--- src/rtl/phy_rx_sync_ctrl.sv ---
// Two-lane serial receive byte aligner: hunts for a COMMA at any bit offset, confirms
// SYNC_CNT aligned COMMAs, then emits registered bytes at each byte boundary.
module phy_rx_sync_ctrl #(
  parameter logic [7:0]  COMMA    = 8'hBC,
  parameter int unsigned SYNC_CNT = 4
) (
  input  logic       clk_8f,
  input  logic       reset_L,
  input  logic       enable,
  input  logic       in_0,
  input  logic       in_1,
  output logic [7:0] data_out_0,
  output logic [7:0] data_out_1,
  output logic       valid_out_0,
  output logic       valid_out_1,
  output logic       sync_0,
  output logic       sync_1
);

  localparam int unsigned CntW = (SYNC_CNT < 2) ? 1 : $clog2(SYNC_CNT + 1);

  typedef enum logic [1:0] {StSearch, StAlign, StActive} state_e;

  logic [1:0] in_v;
  logic [7:0] data_v  [2];
  logic [1:0] valid_v;
  logic [1:0] sync_v;

  assign in_v = {in_1, in_0};

  for (genvar g = 0; g < 2; g++) begin : gen_lane
    state_e          state_q, state_d;
    logic [7:0]      sr_q;
    logic [7:0]      word;
    logic [7:0]      data_q, data_d;
    logic [2:0]      bit_cnt_q, bit_cnt_d;
    logic [CntW-1:0] cnt_q, cnt_d;
    logic            valid_q, valid_d;
    logic            boundary;

    assign word     = {sr_q[6:0], in_v[g]};
    assign boundary = (bit_cnt_q == 3'd7);

    always_comb begin
      state_d   = state_q;
      bit_cnt_d = bit_cnt_q;
      cnt_d     = cnt_q;
      data_d    = data_q;
      valid_d   = valid_q;
      if (!enable) begin
        state_d   = StSearch;
        bit_cnt_d = '0;
        cnt_d     = '0;
        data_d    = '0;
        valid_d   = 1'b0;
      end else begin
        unique case (state_q)
          StSearch: begin
            data_d    = '0;
            valid_d   = 1'b0;
            bit_cnt_d = '0;
            cnt_d     = '0;
            if (word == COMMA) begin
              cnt_d   = CntW'(1);
              state_d = (SYNC_CNT <= 1) ? StActive : StAlign;
            end
          end
          StAlign: begin
            data_d    = '0;
            valid_d   = 1'b0;
            bit_cnt_d = bit_cnt_q + 3'd1;
            if (boundary) begin
              if (word == COMMA) begin
                cnt_d = cnt_q + 1'b1;
                if (cnt_d == CntW'(SYNC_CNT)) state_d = StActive;
              end else begin
                cnt_d   = '0;
                state_d = StSearch;
              end
            end
          end
          StActive: begin
            bit_cnt_d = bit_cnt_q + 3'd1;
            if (boundary) begin
              data_d  = word;
              valid_d = (word != COMMA);
            end
          end
          default: begin
            state_d = StSearch;
          end
        endcase
      end
    end

    // The shift register keeps running while disabled so re-acquisition sees real history.
    always_ff @(posedge clk_8f) begin
      if (!reset_L) begin
        state_q   <= StSearch;
        sr_q      <= '0;
        bit_cnt_q <= '0;
        cnt_q     <= '0;
        data_q    <= '0;
        valid_q   <= 1'b0;
      end else begin
        state_q   <= state_d;
        sr_q      <= word;
        bit_cnt_q <= bit_cnt_d;
        cnt_q     <= cnt_d;
        data_q    <= data_d;
        valid_q   <= valid_d;
      end
    end

    assign data_v[g]  = data_q;
    assign valid_v[g] = valid_q;
    assign sync_v[g]  = (state_q == StActive);
  end

  assign data_out_0  = data_v[0];
  assign data_out_1  = data_v[1];
  assign valid_out_0 = valid_v[0];
  assign valid_out_1 = valid_v[1];
  assign sync_0      = sync_v[0];
  assign sync_1      = sync_v[1];

endmodule

--- config.mk ---
export PLATFORM = sky130hd
export DESIGN_NAME = phy_rx_sync_ctrl
export DESIGN_NICKNAME = d
export VERILOG_FILES = /design/src/rtl/phy_rx_sync_ctrl.sv
export SDC_FILE = /design/constraint.sdc
export NUM_CORES = 1
export LEC_CHECK = 0
export CAP_MARGIN = 10
export CORE_ASPECT_RATIO = 1.75
export CORE_MARGIN = 2
export CORE_UTILIZATION = 49
export DETAILED_ROUTE_END_ITERATION = 10
export PLACE_DENSITY = 0.72
export SETUP_SLACK_MARGIN = 0.3
export SYNTH_ARGS = -nofsm -noshare
export SYNTH_HDL_FRONTEND = slang
export SYNTH_SLANG_ARGS = --single-unit
--- constraint.sdc ---
create_clock -name clk_8f -period 2.4 [get_ports clk_8f]
set_clock_uncertainty 0.05 [all_clocks]
set_input_delay 0.36 -clock clk_8f [delete_from_list [all_inputs] [get_ports clk_8f]]
set_output_delay 0.36 -clock clk_8f [all_outputs]
set_load 0.05 [all_outputs]
# Word level (Yosys, flattened, before mapping)
# Index checks and enable logic that the tools add are counted.
# Widths: inputs -> output; s select.
# classes
n_addsub	4
mux	28
n_reduce_logical	19
n_eq_ne	20
bitwise_logic	2
# op_table
cell	count
$pmux 8 s2	2
$pmux 3 s2	4
$eq 8x8->1 const B	2
$mux 2	8
$mux 8	2
$ne 8x8->1 const B	2
$add 3x1->3 const B	4
$eq 3x3->1 const B	4
$mux 3	4
$pmux 2 s3	2
$reduce_bool 2->1	6
$reduce_and 2->1	5
$ne 2x2->1 const B	4
$reduce_and 4->1	2
$reduce_or 2->1	4
$ne 3x3->1 const B	2
$eq 2x1->1 const B	2
$eq 2x2->1 const B	2
$logic_not 2->1	2
$mux 1	4
$ne 2x1->1 const B	2
$pmux 1 s2	2
$not 1->1	2
# totals
in_bits	5
wordCells	85
register_bits	48

# Longest topological paths before layout
# logic_depth
word_depth	6
mapped_depth	8
depth_no_buf	6

# Worst setup path after synthesis
# OpenSTA, ideal clock, no wires.
# synth_path
path_kind	register to register
startpoint	reg gen_lane[0].state_q[0]
endpoint	reg gen_lane[0].data_q[0], in the netlist data_out_0[0]
slack_ns	0.695
t_required_ns	2.222
arrival_ns	1.528
path_stages_with_launch	8
path_cell_list	dfxtp_1 > inv_1 > ha_1 > nor3_1 > a21o_1 > clkbuf_1 > a22oi_1 > nor2_1
# synth_between
word_cells_on_any_way	8
classes_between	3 x eq/ne; 1 x mux; 4 x reduce/logical
# synth_rtl
element	line_no	source
start, declared	32	state_e state_q, state_d;
start signal, assigned	99	state_q <= StSearch;
start signal, assigned	106	state_q <= state_d;
$eq 2x2->1 *	-	
named net sync_0	16	output logic sync_0,
$ne 2x1->1 (no line) or $reduce_bool 2->1 (tied branches)	-	
$reduce_and 2->1 (no line)	-	
end signal, assigned	110	data_q <= data_d;
end, declared	35	logic [7:0] data_q, data_d;
# The timed path passes the listed nets; every way through them passes the cells marked *.
# A chain may end at the register's enable or synchronous reset.

# Worst setup path after layout
# layout_path
startpoint	reg gen_lane[0].state_q[0]
endpoint	out sync_0
# layout_between
elab_chain_cells	1
# layout_lines
element	line_no	source
$eq 2x2->1	117	assign sync_v[g] = (state_q == StActive);
end, declared	16	
# No other way between the ends.

==> out/results.ini <==
[clocking]
htreeDepth=2
clock-sinks=48
clock_path_buffers=2
cts_hold_buf=0
root_buffer=clkbuf_8
clk_latency_ns=0.30
numCtsBuffers=5
clkSlewWorstSetupHoldPaths_ns=0.09
cts_tree=yes

[timing]
rsz0062_at_grt=false
drv_slew=0
layout_worst_path_cycle_share_pct=82.1
min_period_ns=1.97
maxSlewHeadroom_pct=66.3
tns_ns=0
fmax_mhz=508
finalSetupViolations=0
hold_viol=0
tightestPinTransition_ns=0.504

[grt]
grt_pass1_wl_mm=6.53
grt_usage_pct=18.6
grt_max_degree=35
antenna_found_initial=0
grt_pass1_vias=1549
grt-ovfl-total=0

[yosys]
synth_area_leaders=dfxtp_1, ha_1, a22oi_1, nor2_1, and2_1
synth-seq-cells=48
avgSynthCellArea_sq_um=9.38
ys_warn_count=0
syn_nets=235
synth_area_sq_mm=0.00201
synth_top_area_cell=dfxtp_1
yosysTopAreaCellShare_pct=47.9
syn-instance-count=214
yosysUniqueCellTypes=27
ys_seq_area_share_pct=47.9

[floorplanning]
die_area_sq_mm=0.00464
die_height_microns=88.7
ioPinCount=25
coreArea_sq_mm=0.00390
row_count=30
die_x_microns=52.4
start_util_pct=51.4

[critical_path]
startpoint_type=flip-flop
worst-setup-path-type=reg2out
crit_required_ns=1.99
cp.arrival_ns=1.56
crit_fanout=5
crit_path_end_kind=primary output

[placement]
post_dp_cell_area_sq_mm=0.00229
gp_congestion=0.757
dp_hpwl_mm=2.58
portBuffers=24

[detailed_routing]
via_per_inst=5.38
vias=1545
first_iter_violations=58
ant_nets=0
first_pass_iters=4
drcViolationCount=0
wirelength_mm=3.74
highest_layer=met4
wl_met3_microns=110
wl_met2_mm=1.90
wire_per_inst_microns=13.0
met1Wirelength_mm=1.65

[cells_and_area]
layout_commonest_cell=dfxtp_1
nets=259
drive_above_1_share_pct=6.28
n_antenna_cell=0
stdcell_area_sq_mm=0.00240
area_delta_synth_final_pct=19.8
mostFrequentLayoutCells=dfxtp_1, nor2_1, clkdlybuf4s50_1

[power_and_ir_drop]
leakagePower_nw=0.931
powerDensity_mw_per_mm2=591
peakVddDrop_mv=0.531
power_mw=1.42

[flow_run]
maxCapViolCount=0

[min_path]
min_path_type=reg2reg

[run_status]
outcome=complete, no violations

[cells by family after synthesis]
kind of cell,Yosys count,synth area share [%]
DFF,48,47.9
buffers and inverters,18,3.37
muxes,2,0.998
and+or+nand+nor,78,19.6
AOI/OAI and AO/OA,52,18.1
adders and majority gates,16,9.97
[cell type report]
cell class,instances,area [sq um]
fill,355,1500
sequential,48,961
inverter,8,30.0
clock buffer,5,68.8
tap,48,60.1
timing repair buffer,27,260
multi-input combinational,148,978
clock inverter,3,46.3
[sequential cells by signal, indices dropped and copies added (netlist names)]
register            cells
gen_lane.cnt_q          6
gen_lane.sr_q          14
data_out_0              8
gen_lane.state_q        4
valid_out_0             1
data_out_1              8
gen_lane.bit_cnt_q      6
valid_out_1             1
[worst max-delay path, cell delays in order, from the launching register on]
cell           delay (ns)
dfxtp_1              0.37
inv_1                0.10
ha_1                 0.25
dlygate4sd2_1        0.55
[final timing paths]
| path | from | to | slack, ns | cells past startpoint |
|---|---|---|---|---|
| setup / recovery | gen_lane[0].state_q[0] | sync_0 | 0.43 | 3 |
| hold / removal | gen_lane[0].cnt_q[2] | gen_lane[0].cnt_q[2] | 0.42 | 2 |
| setup reg to reg | gen_lane[1].state_q[1] | gen_lane[1].cnt_q[2] | 0.62 | 6 |
| hold reg to reg | gen_lane[0].cnt_q[2] | gen_lane[0].cnt_q[2] | 0.42 | 2 |
[timing repair]
action | CTS | global route
endpoints found under the setup margin | 2 | 0
resized for setup | 2 | 0
buffers inserted | 0 | 0
[power breakdown]
part / switching [mW] / internal (mW)
Combinational: 0.0149 / 0.0114
Sequential: 0.00407 / 0.801
Clock: 0.276 / 0.314
[Yosys cell counts]
cell / number
dfxtp_1: 48
nor2_1: 27
a22oi_1: 20
ha_1: 16
nand2_1: 16
and2_1: 15
a21oi_1: 12
clkbuf_1: 10
inv_1: 8
nor2b_1: 7
a21o_1: 4
nand4_1: 4
o21ai_0: 4
a211o_1: 3
a2111o_1: 2
a221oi_1: 2
a31oi_1: 2
mux2i_1: 2
nand4b_1: 2
nor3_1: 2
o211ai_1: 2
a211o_2: 1
and2_2: 1
nand4bb_1: 1
nor4_1: 1
or2_2: 1
or4_4: 1
[through the flow]
| stage | util [%] | setup WS [ns] | hold WS, ns | cells |
|---|---|---|---|---|
| finish | 61.6 | 0.431 | 0.422 | 287 |
| global route | 61.6 | 0.349 | 0.455 | 287 |
| CTS | 61.6 | 0.424 | 0.423 | 287 |
| detailed placement | 58.7 | 0.320 | 0.411 | 279 |
| global placement | 58.7 | 0.345 | 0.404 | 279 |
| floorplan | - | 0.695 | 0.391 | 214 |
[layer usage]
layer	vias to the layer above	GRT usage (%)
li1	798	-
met1	718	20.8
met2	23	31.9
met3	6	4.90
met4	0	8.86
met5	-	0
No activity file was read; power rests on OpenSTA's default activity.
